## src/rtl/cva6_tlb_access_ctrl.sv

```systemverilog
// Access controller in front of a TLB. Arbitrates instruction and data lookups
// round-robin and passes fill requests straight through. A flush blocks all
// traffic for three cycles: accept, flush pulse, settle. Each granted lookup
// returns one registered response in the following cycle.
module cva6_tlb_access_ctrl #(
   parameter int unsigned ASID_WIDTH = 1
) (
   input  logic                  clk_i,
   input  logic                  rst_i,
   input  logic                  ireq_valid_i,
   output logic                  ireq_ready_o,
   input  logic [31:0]           ireq_vaddr_i,
   input  logic [ASID_WIDTH-1:0] ireq_asid_i,
   input  logic                  dreq_valid_i,
   output logic                  dreq_ready_o,
   input  logic [31:0]           dreq_vaddr_i,
   input  logic [ASID_WIDTH-1:0] dreq_asid_i,
   output logic                  rsp_valid_o,
   output logic                  rsp_src_o,
   output logic                  rsp_hit_o,
   output logic [31:0]           rsp_content_o,
   output logic                  rsp_is_4M_o,
   input  logic                  upd_valid_i,
   output logic                  upd_ready_o,
   input  logic [62:0]           upd_data_i,
   input  logic                  flush_valid_i,
   output logic                  flush_ready_o,
   input  logic [ASID_WIDTH-1:0] flush_asid_i,
   input  logic [31:0]           flush_vaddr_i,
   output logic                  tlb_lu_access_o,
   output logic [ASID_WIDTH-1:0] tlb_lu_asid_o,
   output logic [31:0]           tlb_lu_vaddr_o,
   input  logic                  tlb_lu_hit_i,
   input  logic [31:0]           tlb_lu_content_i,
   input  logic                  tlb_lu_is_4M_i,
   output logic [62:0]           tlb_update_o,
   output logic                  tlb_flush_o,
   output logic [ASID_WIDTH-1:0] tlb_asid_to_be_flushed_o,
   output logic [31:0]           tlb_vaddr_to_be_flushed_o,
   output logic [15:0]           miss_cnt_o
);

   // state  | meaning
   // IDLE   | lookups and fills accepted; flush accepted with top priority
   // FLUSH  | tlb_flush_o pulse with the captured ASID/vaddr
   // SETTLE | one quiet cycle after the flush before traffic resumes
   typedef enum logic [1:0] {IDLE, FLUSH, SETTLE} state_e;

   state_e                state_q, state_d;
   logic                  rr_last_d_q;   // 1: data side was granted last, so I wins a tie
   logic [ASID_WIDTH-1:0] flush_asid_q;
   logic [31:0]           flush_vaddr_q;
   logic                  rsp_valid_q, rsp_src_q, rsp_hit_q, rsp_is_4M_q;
   logic [31:0]           rsp_content_q;
   logic [15:0]           miss_cnt_q, miss_cnt_d;
   logic                  flush_acc, idle_free, gnt_i, gnt_d;
   logic                  unused_upd_bit;

   assign unused_upd_bit = upd_data_i[62];

   // Flush priority, round-robin lookup arbitration and next-state decode
   always_comb begin
      flush_acc  = (state_q == IDLE) && flush_valid_i;
      idle_free  = (state_q == IDLE) && !flush_valid_i;
      gnt_i      = idle_free && ireq_valid_i && (!dreq_valid_i || rr_last_d_q);
      gnt_d      = idle_free && dreq_valid_i && (!ireq_valid_i || !rr_last_d_q);
      miss_cnt_d = (rsp_valid_q && !rsp_hit_q) ? miss_cnt_q + 16'd1 : miss_cnt_q;
      state_d    = state_q;
      unique case (state_q)
         IDLE:    if (flush_acc) state_d = FLUSH;
         FLUSH:   state_d = SETTLE;
         SETTLE:  state_d = IDLE;
         default: state_d = IDLE;
      endcase
   end

   assign flush_ready_o   = flush_acc;
   assign upd_ready_o     = idle_free;
   assign ireq_ready_o    = gnt_i;
   assign dreq_ready_o    = gnt_d;
   assign tlb_lu_access_o = gnt_i || gnt_d;
   assign tlb_lu_vaddr_o  = gnt_i ? ireq_vaddr_i : (gnt_d ? dreq_vaddr_i : 32'd0);
   assign tlb_lu_asid_o   = gnt_i ? ireq_asid_i  : (gnt_d ? dreq_asid_i  : '0);
   assign tlb_update_o    = idle_free ? {upd_valid_i, upd_data_i[61:0]} : 63'd0;

   assign tlb_flush_o               = (state_q == FLUSH);
   assign tlb_asid_to_be_flushed_o  = (state_q == FLUSH) ? flush_asid_q  : '0;
   assign tlb_vaddr_to_be_flushed_o = (state_q == FLUSH) ? flush_vaddr_q : 32'd0;

   assign rsp_valid_o   = rsp_valid_q;
   assign rsp_src_o     = rsp_src_q;
   assign rsp_hit_o     = rsp_hit_q;
   assign rsp_content_o = rsp_content_q;
   assign rsp_is_4M_o   = rsp_is_4M_q;
   assign miss_cnt_o    = miss_cnt_q;

   // State, flush capture, arbitration pointer, response and miss counter registers
   always_ff @(posedge clk_i) begin
      if (rst_i) begin
         state_q       <= IDLE;
         rr_last_d_q   <= 1'b1;
         flush_asid_q  <= '0;
         flush_vaddr_q <= 32'd0;
         rsp_valid_q   <= 1'b0;
         rsp_src_q     <= 1'b0;
         rsp_hit_q     <= 1'b0;
         rsp_content_q <= 32'd0;
         rsp_is_4M_q   <= 1'b0;
         miss_cnt_q    <= 16'd0;
      end else begin
         state_q     <= state_d;
         miss_cnt_q  <= miss_cnt_d;
         rsp_valid_q <= gnt_i || gnt_d;
         if (flush_acc) begin
            flush_asid_q  <= flush_asid_i;
            flush_vaddr_q <= flush_vaddr_i;
         end
         if (gnt_i || gnt_d) begin
            rr_last_d_q   <= gnt_d;
            rsp_src_q     <= gnt_d;
            rsp_hit_q     <= tlb_lu_hit_i;
            rsp_content_q <= tlb_lu_hit_i ? tlb_lu_content_i : 32'd0;
            rsp_is_4M_q   <= tlb_lu_hit_i && tlb_lu_is_4M_i;
         end
      end
   end

endmodule

```

## config.mk

```make
export PLATFORM = sky130hd
export DESIGN_NAME = cva6_tlb_access_ctrl
export DESIGN_NICKNAME = d
export VERILOG_FILES = /design/src/rtl/cva6_tlb_access_ctrl.sv
export SDC_FILE = /design/constraint.sdc
export NUM_CORES = 1
export LEC_CHECK = 0
export CORE_AREA = 4 4 147 149
export CTS_CLUSTER_DIAMETER = 50
export DETAILED_ROUTE_END_ITERATION = 10
export DIE_AREA = 0 0 151 153
export PLACE_DENSITY = 0.58
export SYNTH_ARGS = -nofsm -noshare
export SYNTH_HDL_FRONTEND = slang
export SYNTH_SLANG_ARGS = --single-unit
```

## constraint.sdc

```tcl
create_clock -name clk_i -period 2.5 [get_ports clk_i]
set_input_delay 0.5 -clock clk_i [delete_from_list [all_inputs] [get_ports clk_i]]
set_output_delay 0.5 -clock clk_i [all_outputs]
set_load 0.1 [all_outputs]
```

==> results.yml, run 1 <==
status:
  status: "completed"
critical_path:
  r2r-start: "state_q[0]$_SDFFE_PP0P_"
  path_max_fanout: 8
  r2r_end: "rsp_content_o[10]$_SDFFE_PP0P_"
  worstSetupPathType: "reg -> out"
  critPathRequiredTime_ps: 2000
  reg2reg_slack_ps: 900
  critPathLaunchType: "flip-flop"
  crit_path_end_kind: "output pin"
  ff2ff_path_depth: 7
  crit_arrival_ps: 1900
synth:
  synth_top_area_share_pct: 41.3
  netlist_area_sq_um: 4270
  yosys_warnings: 0
  synth_area_leaders: "dfxtp_1 (41%), and2_1 (14%), nand2_1 (9.7%)"
  yosysSeqAreaShare_pct: 41.3
  synth_top_area_cell: "dfxtp_1"
  syn_inst: 545
  ys_seq_elements: 88
  post_synth.cell_area_avg_sq_um: 7.83
  synth_fp_nets: 748
  yosysUniqueCellTypes: 36
worst_hold_path:
  min_to: "flush_vaddr_q[13]$_SDFFE_PP0P_"
  hold_start: "flush_vaddr_q[13]$_SDFFE_PP0P_"
  hold_depth: 2
  hold_path_class: "reg -> reg"
sta:
  maxSlewViolCount: 0
  setup_slack_ps: 104
  tightest_slew_ps: 487
  fmax_ghz: 0.417
  hold_viol_final: 0
  fin_crit_ps: 2400
  post-route-period-util_pct: 95.9
  whs_ps: 448
  finClkSkew_ps: 10.5
  maxSlewHeadroom_pct: 67.5
  rsz0062_at_grt: "no"
  setup_viol: 0
clock_network:
  cts-buffers-inserted: 9
  holdBufCountCts: 0
  cts_tree: "built"
  path_clk_slew_ps: 60
  cts_max_path_buffers: 2
  h-tree-depth: 3
  cts_root_buffer: "clkbuf_16"
  clock_sinks: 88
  clock_latency_ps: 350
route:
  wl_um: 22400
  drtAntennaViolNets: 0
  post_drt_wl_per_cell_um: 18.6
  firstDrtPassIters: 4
  vias_per_cell: 4.29
  drt_iter0_drc: 235
  drcViolationCount: 0
  vias: 5181
final_layout:
  drive_above_1_share_pct: 29.5
  finalNonFillerCells: 1207
  final_nets: 1134
  syn2layout_area_growth_pct: 141
  post-route-util_pct: 51.0
place:
  io_buffers: 387
  place_ws_ps: -185
  dpl.cell_count: 1184
  gp_congestion: 0.846
  dp_hpwl_um: 18200
die:
  rows: 52
  die_w_um: 151
  dieArea_sq_um: 23100
  die_h_um: 153
  ios: 389
  initial_core_util_pct: 21.2
  core-area_sq_um: 20200
power_and_ir_drop:
  pwr-share-comb_pct: 44.9
  power_frac_clock_pct: 26.5
  leakagePower_uw: 0.00419
  p_switching_uw: 2060
  p_int_uw: 3150
  peakVddDrop_mv: 0.288
  p_sw_share_pct: 39.6
  p_per_area_nw_per_um2: 506
  seqPwrFrac_pct: 28.7
grt:
  global_route.usage.met2_pct: 30.1
  grtUsageTotal_pct: 18.2
  grt_pass1_vias: 4850
  grt_pass1_wl_um: 31600
  grt_overflow: 0
  antenna_found_initial: 2
  met1_usage_pct: 21.9
  grt_max_degree: 43
  met3_usage_pct: 7.28
  grt_most_used_layer: "met2"
run:
  cap_violations: 0
[cell type report]
cell class                      count  area, sq um
Fill cell                        1867         9890
Timing Repair Buffer              418         5410
Multi-Input combinational cell    408         2450
Sequential cell                    88         1760
Tap cell                          270          338
Clock buffer                       10          229
Clock inverter                      6         67.6
Inverter                            6         22.5
Antenna cell                        1         2.50
[power by group through the flow]
stage	combinational [uW]	clock, uW	sequential [uW]
after floorplan	1140	0	1690
after global placement	2320	0	1520
after detailed placement	2330	0	1520
after CTS	2340	1420	1490
after global routing	2420	1480	1500
final	2340	1380	1490
[synthesized netlist by cell type, drive strengths merged]
cell,number
inv,5
nor4,6
xnor2,10
o21ai,2
nand3,38
nor2b,4
xor2,2
a21oi,69
ha,1
and2,96
a211o,1
nand2,110
nand4b,1
nand3b,1
mux2,2
and3,1
dfxtp,88
nor3,5
and2b,1
clkbuf,29
nor2,19
buf,14
mux2i,1
nand2b,1
clkinv,1
a22o,33
or3,1
nand4,3
[how the worst max path moves through the flow]
stage | cells past startpoint | from | slack (ps) | endpoint
final | 7 | state_q[0]$_SDFFE_PP0P_ | 100 | tlb_lu_vaddr_o[15]
after global routing | 7 | state_q[0]$_SDFFE_PP0P_ | 20 | tlb_lu_vaddr_o[15]
after CTS | 8 | dreq_valid_i | 20 | tlb_lu_vaddr_o[26]
after detailed placement | 8 | flush_valid_i | -190 | tlb_lu_vaddr_o[19]
after global placement | 8 | flush_valid_i | -160 | tlb_lu_vaddr_o[7]
after floorplan | 3 | state_q[0]$_SDFFE_PP0P_ | -70 | tlb_vaddr_to_be_flushed_o[22]
[sequential cells by signal, indices dropped and copies added (netlist names)]
| signal | flops |
|---|---|
| rsp_content_o | 32 |
| flush_asid_q | 1 |
| flush_vaddr_q | 32 |
| state_q | 2 |
| rsp_valid_o | 1 |
| rsp_src_o | 1 |
| miss_cnt_o | 16 |
| rsp_is_4M_o | 1 |
| rsp_hit_o | 1 |
| rr_last_d_q | 1 |
[worst max-delay path, cell delays in order (launching register included)]
cell and delay, ps:
dfxtp_1 340, nor3_4 200, buf_12 140, and3_4 240, buf_12 150, buf_12 130, a22o_1 180, buf_12 180
[what timing repair did]
| item | CTS | global route |
|---|---|---|
| pin swaps | 0 | 2 |
| cloned | 0 | 1 |
| endpoints found under the setup margin | 37 | 13 |
| endpoints found under the hold margin | 0 | 0 |
| setup buffers | 0 | 5 |
| resized for setup | 4 | 8 |
[kinds of logic after synthesis]
family          count (synthesis)  share of synthesized area, %
buf+inv                        49                          5.04
xor+xnor                       12                          2.46
fa+ha+maj                       1                         0.293
flops                          88                          41.3
compound gates                105                          15.4
mux                             3                         0.850
simple gates                  287                          34.7
[stage by stage]
step | setup TNS [ps] | instance area (sq um) | power (uW)
finish | 0 | 10300 | 5200
global route | 0 | 10300 | 5390
CTS | 0 | 10200 | 5250
detailed placement | -3770 | 9870 | 3850
global placement | -3150 | 9870 | 3840
floorplan | -71.5 | 4370 | 2830
[metal layers]
metal / vias up / wire (um)
met5: - / 21
met4: 4 / 308
met3: 22 / 2410
met2: 214 / 10800
met1: 2358 / 8870
li1: 2583 / -
[layout by cell type (no fill, tap or decap), types with 2 or more instances in the layout]
cell,synthesis,final
clkinvlp_4,0,2
and2_2,0,17
nor2b_1,4,4
nor2_1,19,19
nor3_1,4,4
a21oi_1,69,69
dfxtp_1,88,88
inv_2,2,2
a22o_1,33,18
clkdlybuf4s50_1,0,196
nand3_1,38,38
inv_1,3,3
and2_1,96,79
xor2_1,2,2
buf_4,3,76
a22o_4,0,15
nand4_1,2,2
clkbuf_16,0,10
nor4_1,5,5
nand2_1,110,110
buf_12,0,141
xnor2_1,10,10
No activity file was read; power rests on OpenSTA's default activity.
==> run 2, diff against run 1 <==
Settings changed: CTS_CLUSTER_SIZE from default to 8.
==> results of run 2 <==
Same layout as run 1: the final DEF is identical, and so are final timing and power.
